===== config.mk =====
export PLATFORM = sky130hd
export DESIGN_NAME = count_arbiter
export DESIGN_NICKNAME = d
export VERILOG_FILES = /design/src/rtl/cnt_pkg.sv /design/src/rtl/count_arbiter_tick_cnt.sv /design/src/rtl/count_arbiter.sv
export SDC_FILE = /design/constraint.sdc
export NUM_CORES = 1
export LEC_CHECK = 0
export BUFFER_PORTS_ARGS = -buffer_cell sky130_fd_sc_hd__buf_2
export CORE_MARGIN = 4
export CORE_UTILIZATION = 43
export CTS_CLUSTER_DIAMETER = 80
export DETAILED_ROUTE_END_ITERATION = 10
export PLACE_DENSITY = 0.7
export REMOVE_ABC_BUFFERS = 1
export SLEW_MARGIN = 20
export SYNTH_ARGS = -nofsm -noshare
export SYNTH_HDL_FRONTEND = slang
export SYNTH_SLANG_ARGS = --single-unit

===== constraint.sdc =====
create_clock -name clk -period 1.6 [get_ports clk]
set_input_delay 0.16 -clock clk [delete_from_list [all_inputs] [get_ports clk]]
set_output_delay 0.16 -clock clk [all_outputs]
set_load 0.02 [all_outputs]

===== src/rtl/cnt_pkg.sv =====
`default_nettype none
// ============================================================================
//  Module      : cnt_pkg
//  Description : Shared definitions for the count_arbiter slice. Holds the
//                arbiter FSM state encoding, the default counter width, the
//                requester count and index width, and a one-hot helper.
//  Revision    : 1.0  initial release
// ============================================================================
package cnt_pkg;

    // Default counter / run-length width. A run is 1..2**CNT_W ticks.
    localparam int unsigned CNT_W_DEF = 4;

    // Number of requesters sharing the counter and the index width.
    localparam int unsigned NUM_REQ   = 2;
    localparam int unsigned REQ_IDX_W = 1;

    // Arbiter FSM states.
    typedef enum logic [1:0] {
        IDLE = 2'd0,
        RUN  = 2'd1,
        DONE = 2'd2
    } state_t;

    // Requester index to one-hot requester vector.
    function automatic logic [NUM_REQ-1:0] idx_to_onehot(input logic [REQ_IDX_W-1:0] idx);
        logic [NUM_REQ-1:0] v;
        v      = '0;
        v[idx] = 1'b1;
        return v;
    endfunction

endpackage
`default_nettype wire


===== src/rtl/count_arbiter_tick_cnt.sv =====
`default_nettype none
// ============================================================================
//  Module      : tick_cnt
//  Description : CNT_W-bit up-counter with synchronous clear and enable.
//                Clear has priority over enable. Wraps naturally, although
//                the arbiter never enables it past its terminal count.
//  Ports       : clk    in  1      clock
//                rst_n  in  1      synchronous active-low reset
//                clr    in  1      clear counter to zero (priority)
//                en     in  1      increment counter by one
//                out    out CNT_W  registered counter value
//  Revision    : 1.0  initial release
// ============================================================================
module tick_cnt
    import cnt_pkg::*;
#(
    parameter int unsigned CNT_W = CNT_W_DEF
) (
    input  logic             clk,
    input  logic             rst_n,
    input  logic             clr,
    input  logic             en,
    output logic [CNT_W-1:0] out
);

    localparam logic [CNT_W-1:0] c_one = CNT_W'(1);

    logic [CNT_W-1:0] r_cnt;

    always_ff @(posedge clk) begin
        if (!rst_n) begin
            r_cnt <= '0;
        end else if (clr) begin
            r_cnt <= '0;
        end else if (en) begin
            r_cnt <= r_cnt + c_one;
        end
    end

    assign out = r_cnt;

endmodule
`default_nettype wire


===== src/rtl/count_arbiter.sv =====
`default_nettype none
// ============================================================================
//  Module      : count_arbiter
//  Description : Shares one CNT_W-bit clear/enable up-counter between two
//                requesters. Arbitrates round-robin in IDLE, captures the
//                winner's run length as a terminal count, runs the counter
//                (pausable with hold) and pulses done to the owner.
//  Ports       : clk    in  1          clock
//                rst_n  in  1          synchronous active-low reset
//                req    in  2          per-requester run request
//                len0   in  CNT_W      run length of requester 0 (0 = 2**CNT_W)
//                len1   in  CNT_W      run length of requester 1 (0 = 2**CNT_W)
//                hold   in  1          pause counting while in RUN
//                gnt    out 2          one-hot grant pulse
//                done   out 2          one-hot completion pulse
//                busy   out 1          a run is owned (RUN or DONE)
//                owner  out 1          current / last granted requester
//                count  out CNT_W      live counter value
//  Revision    : 1.0  initial release
// ============================================================================
module count_arbiter
    import cnt_pkg::*;
#(
    parameter int unsigned CNT_W = CNT_W_DEF
) (
    input  logic                 clk,
    input  logic                 rst_n,
    input  logic [NUM_REQ-1:0]   req,
    input  logic [CNT_W-1:0]     len0,
    input  logic [CNT_W-1:0]     len1,
    input  logic                 hold,
    output logic [NUM_REQ-1:0]   gnt,
    output logic [NUM_REQ-1:0]   done,
    output logic                 busy,
    output logic [REQ_IDX_W-1:0] owner,
    output logic [CNT_W-1:0]     count
);

    localparam logic [CNT_W-1:0] c_one = CNT_W'(1);

    state_t               r_state;
    logic [REQ_IDX_W-1:0] r_last;
    logic [CNT_W-1:0]     r_tc;
    logic [NUM_REQ-1:0]   r_gnt;
    logic [NUM_REQ-1:0]   r_done;
    logic                 r_busy;
    logic [REQ_IDX_W-1:0] r_owner;

    logic                 w_any_req;
    logic [REQ_IDX_W-1:0] w_pick;
    logic [CNT_W-1:0]     w_len_sel;
    logic [CNT_W-1:0]     w_cnt;
    logic                 w_at_tc;
    logic                 w_clr;
    logic                 w_en;

    // ------------------------------------------------------------------
    // Arbitration: a lone request wins outright; on a tie the requester
    // that did not win last time is chosen.
    // ------------------------------------------------------------------
    assign w_any_req = |req;
    assign w_pick    = (&req) ? ~r_last : req[1];
    assign w_len_sel = w_pick[0] ? len1 : len0;

    assign w_at_tc   = (w_cnt == r_tc);

    // The counter is cleared on the granting edge and advances only in RUN
    // while not paused and not yet at the terminal count, so it parks at
    // tc (and keeps that value through DONE and IDLE).
    assign w_clr = (r_state == IDLE) && w_any_req;
    assign w_en  = (r_state == RUN) && !hold && !w_at_tc;

    tick_cnt #(
        .CNT_W (CNT_W)
    ) u_tick_cnt (
        .clk   (clk),
        .rst_n (rst_n),
        .clr   (w_clr),
        .en    (w_en),
        .out   (w_cnt)
    );

    // ------------------------------------------------------------------
    // Control FSM. gnt and done default low every cycle so each is a
    // single-cycle pulse; they are raised in different states and so can
    // never coincide.
    // ------------------------------------------------------------------
    always_ff @(posedge clk) begin
        if (!rst_n) begin
            r_state <= IDLE;
            r_last  <= '1;
            r_tc    <= '0;
            r_gnt   <= '0;
            r_done  <= '0;
            r_busy  <= 1'b0;
            r_owner <= '0;
        end else begin
            r_gnt  <= '0;
            r_done <= '0;
            case (r_state)
                IDLE: begin
                    if (w_any_req) begin
                        r_gnt   <= idx_to_onehot(w_pick);
                        r_owner <= w_pick;
                        r_last  <= w_pick;
                        // len=0 wraps to all-ones: a full 2**CNT_W-tick run.
                        r_tc    <= w_len_sel - c_one;
                        r_busy  <= 1'b1;
                        r_state <= RUN;
                    end
                end
                RUN: begin
                    if (!hold && w_at_tc) begin
                        r_done  <= idx_to_onehot(r_owner);
                        r_state <= DONE;
                    end
                end
                DONE: begin
                    // Requests are deliberately not sampled here, which
                    // guarantees one idle cycle between runs.
                    r_busy  <= 1'b0;
                    r_state <= IDLE;
                end
                default: begin
                    r_busy  <= 1'b0;
                    r_state <= IDLE;
                end
            endcase
        end
    end

    assign gnt   = r_gnt;
    assign done  = r_done;
    assign busy  = r_busy;
    assign owner = r_owner;
    assign count = w_cnt;

endmodule
`default_nettype wire

# After elaboration in Yosys (flattened, before gate mapping)
# Cells that the tools add are included.
# op_classes
reduce_logical	17
eq_ne	4
n_div	0
bitwise	3
mux	11
mul	0
n_lt_le_gt_ge	4
shifts	0
n_addsub	2
# ops
cell	count
$reduce_and A2 Y1	4
$logic_and A1 B1 Y1	6
$reduce_and A3 Y1	2
$add A4 B1 Y4 const B	1
$eq A4 B4 Y1	1
$lt A1 B2 Y1 const B	2
$mux W1	4
$mux W2	2
$mux W4	1
$pmux W2 S2	1
$reduce_or A2 Y1	2
$sub A4 B1 Y4 const B	1
$not A1 Y1	3
$demux W1 S1	2
$eq A2 B1 Y1 const B	1
$ge A1 B1 Y1 const B	2
$logic_not A1 Y1	2
$logic_not A2 Y1	1
$ne A2 B1 Y1 const B	1
$ne A2 B2 Y1 const B	1
$pmux W1 S2	1
# word_totals
latch_bits	0
mem_bits_ro	0
input_bits	13
register_bits	17
mem_bits_rw	0
n_memories	0
output_inout_bits	10

# Logic depth before layout (Yosys ltp)
# depth
depth_word	6
depth_mapped	5
ltp_nobuf	5

# Hierarchy
# A second synthesis with hierarchy kept.
# unflattened
cells_unflattened	79
hier_area_um2	808.3
# by_module_without_submodules
mod	area_each_um2	cells_each	n_inst
count_arbiter	626.9	62	1
tick_cnt	181.4	17	1

# Worst setup path before layout
# No wires, ideal clock.
# synth_timing
kind	flip-flop to flip-flop
startpoint	register r_state[0]
endpoint	register u_tick_cnt.r_cnt[3], in the netlist u_tick_cnt.out[3]
setup_time_ns	0.070
synth_period_minus_slack_ns	1.462
stages_incl_launch_ff	5
path_buffers	0
setup_slack_ns	0.138
arrival_time_ns	1.392
cell_sequence	dfxtp_1 > or3b_1 > a41o_2 > or3_1 > a21oi_1
# synth_via
elab_chain_len	3
# synth_rtl
item	line	rtl
start: declaration	count_arbiter.sv:41	state_t r_state;
start signal: assignment	count_arbiter.sv:90	r_state <= IDLE;
start signal: assignment	count_arbiter.sv:109	r_state <= RUN;
start signal: assignment	count_arbiter.sv:115	r_state <= DONE;
$eq A2 B1 Y1 / $logic_not A2 Y1 (equally long branches)	count_arbiter.sv:71, count_arbiter.sv:70	
$logic_and A1 B1 Y1, on equally long branches	count_arbiter.sv:71, count_arbiter.sv:70	
$logic_and A1 B1 Y1 / $reduce_or A2 Y1 (equally long branches)	-	
end signal: assignment	count_arbiter_tick_cnt.sv:36	r_cnt <= r_cnt + c_one;
end: declaration	count_arbiter_tick_cnt.sv:28	logic [CNT_W-1:0] r_cnt;
# Several ways; a longest one is shown, not always the timed one.
# A chain may end at the register's enable or synchronous reset.

# Final worst setup path
# layout_timing
startpoint	register r_state[1]
endpoint	register u_tick_cnt.r_cnt[3], in the netlist u_tick_cnt.out[3]
# Same word-level chain as after synthesis.

==> results.cfg <==
[flow_run]
drv_cap = 0

[clock_network]
cts_tree = done
worstSkewPairLatency_ns = 0.28
clk_path_buf_depth = 2
cts_root_buf = clkbuf_4
clk_pin_slew_ns = 0.09
cts_buffers = 3
htree_levels = 1
clock-sinks = 17

[sta]
final.setup_skew_ns = 0.00124
hold_viol = 0
finalSetupViolCount = 0
drv_slew = 0
holdWs_ns = 0.0712
maxSlewHeadroom_pct = 83.2
fin_crit_sh_pct = 98.1
worst_slew_pin_slew_ns = 0.251
fmax_mhz = 637
fin_crit_ns = 1.57

[yosys]
synth_cell_type_count = 27
seq_area_frac_synth_pct = 45.9
yosys.area.top_type = dfxtp_1
synthTopCellsByArea = dfxtp_1 46%, mux2i_1 8.1%, xnor2_1 5.9%, nand2_1 4.6%, ha_1 3.4%
synth_warnings = 0
syn_inst = 78
ys_seq_elements = 17
synth_top_area_share_pct = 45.9
avgSynthCellArea_um2 = 9.50
synth.cell_area_um2 = 741

[setup_path]
crit_required_ns = 1.83
critPathLaunchType = flip-flop
path_max_fanout = 6
criticalPathCategory = flip-flop to flip-flop
arrival_ns = 1.80
cp_cell_sequence = or3b_1 -> a41o_2 -> or3_1 -> a21oi_2
end_kind = flip-flop
slowest_delay_ns = 0.38
cpMaxStageDelayCell = or3b_1

[cells_and_area]
area_delta_synth_final_pct = 24.3
fin_area_um2 = 921
nets = 121
drive_gt1_share_pct = 30.5
fin_util_pct = 59.1
antennaDiodeCount = 0

[outcome]
outcome = complete, no violations

[route]
routed_wl_um = 1440
dr.pass1.iters = 4
dr.first_iter.drc_count = 5
wl_per_cell_um = 11.9
route.detailed.drc = 0
ant_nets = 0
viasPerCell = 5.31
vias = 642

[floorplan]
rows = 14
initial_core_util_pct = 47.5
core_um2 = 1560
die-height_um = 49.5
dieArea_um2 = 2450
ios = 23
die_w_um = 49.5

[grt]
antenna_found_initial = 0
grt_max_degree = 11
grt_usage_pct = 11.7
grt_pass1_wl_um = 2220
overflow = 0
grt_pass1_vias = 548

[power_and_ir_drop]
cellLeakagePower_nw = 0.421
vdd_drop_max_mv = 0.496
p_per_area_nw_per_um2 = 1050

[placement]
gp_congestion = 0.763
placed_area_um2 = 882
port_buffers = 22
hpwlAfterDp_um = 1110

[worst_hold_path]
hp-class = input port to flip-flop
## per-stage QoR
stage	total power, mW	setup slack [ns]	std cells	setup TNS (ns)
3_3_place_gp	0.738	0.0963	117	0
2_1_floorplan	0.662	0.138	77	0
4_1_cts	0.969	0.0479	121	0
5_1_grt	1.02	-0.0189	121	-0.0189
3_5_place_dp	0.742	0.0717	117	0
6_report	0.963	0.0301	121	0
## repair_timing
action | CTS | global route
resized for setup | 0 | 3
endpoints found under the hold margin | 0 | 0
setup buffers | 0 | 0
hold buffers | 0 | 0
setup endpoints to repair | 0 | 2
## layer usage
| metal | track usage (%) | wire length, µm | up-vias |
|---|---|---|---|
| met5 | 0 | 0 | - |
| met4 | 5.53 | 15 | 0 |
| met3 | 3.61 | 74 | 2 |
| met2 | 19.6 | 682 | 16 |
| met1 | 13.5 | 668 | 290 |
| li1 | - | - | 334 |
## cells in the final DEF (no fill, tap or decap), types with 2 or more instances in the layout
cell type and n:
o21ai_0 3, nor3_1 4, xor2_1 2, or3_1 2, o22ai_1 2, xnor2_1 5, ha_1 2, dfxtp_1 16
buf_4 2, mux2i_1 6, clkbuf_4 3, nand2_1 9, buf_2 22, nand3_1 2, a21boi_0 3, nor2_1 5
inv_1 2
## area by class of cell
cell class	count	area, µm²
clock buffer	4	26.3
inverter	2	7.51
fill	131	638
timing repair buffer	24	125
sequential	17	342
tap	16	20.0
multi-input combinational	58	400
## worst max-delay path, delay by kind of cell, from the launching register on
kind / cells / cell delay (ns)
and+or+nand+nor: 2 / 0.75
DFF: 1 / 0.34
AOI/OAI and AO/OA: 2 / 0.42
## cell usage after synthesis, drive strengths merged
library cell	instances
dfxtp	17
nand2	9
mux2i	6
nor2	5
xnor2	5
a21boi	4
nor3	4
o21ai	3
or3	3
a21oi	2
ha	2
inv	2
nand3	2
o22ai	2
xor2	2
a41o	1
and2	1
and3	1
buf	1
nand2b	1
nand3b	1
nand4	1
nor4	1
o211a	1
or3b	1
## sequential cells by signal, indices dropped and copies added, names as in the netlist
signal          cells
u_tick_cnt.out      4
busy                1
r_tc                4
owner               1
gnt                 2
done                2
r_last              1
r_state             2
## final timing paths
check	from	cells after the start	slack, ns	endpoint
worst max-delay path	r_state[1]$_SDFFE_PN0P_	4	0.03	u_tick_cnt.out[3]$_SDFFE_PP0P_
worst min register to register	owner$_SDFFE_PN0P_	1	0.48	done[0]$_SDFF_PN0_
worst min-delay path	hold	2	0.07	done[0]$_SDFF_PN0_
worst max register to register	r_state[1]$_SDFFE_PN0P_	4	0.03	u_tick_cnt.out[3]$_SDFFE_PP0P_
## kinds of logic after synthesis
| kind of cell | after synthesis | share of synthesized area [%] |
|---|---|---|
| buffers and inverters | 3 | 1.52 |
| AO/OA/AOI/OAI | 13 | 12.5 |
| AND/OR/NAND/NOR | 30 | 20.3 |
| flip-flops | 17 | 45.9 |
| XOR/XNOR | 7 | 8.28 |
| adder cells (fa/ha/maj) | 2 | 3.38 |
| multiplexers | 6 | 8.11 |
## power by group
part / total, mW / leakage [nW] / switching [mW] / internal, mW
registers: 0.499 / 0.139 / 0.0306 / 0.469
logic: 0.237 / 0.266 / 0.130 / 0.107
clock network: 0.227 / 0.0150 / 0.130 / 0.0969
total: 0.963 / 0.421 / 0.291 / 0.672
No activity file was read; power rests on OpenSTA's default activity.
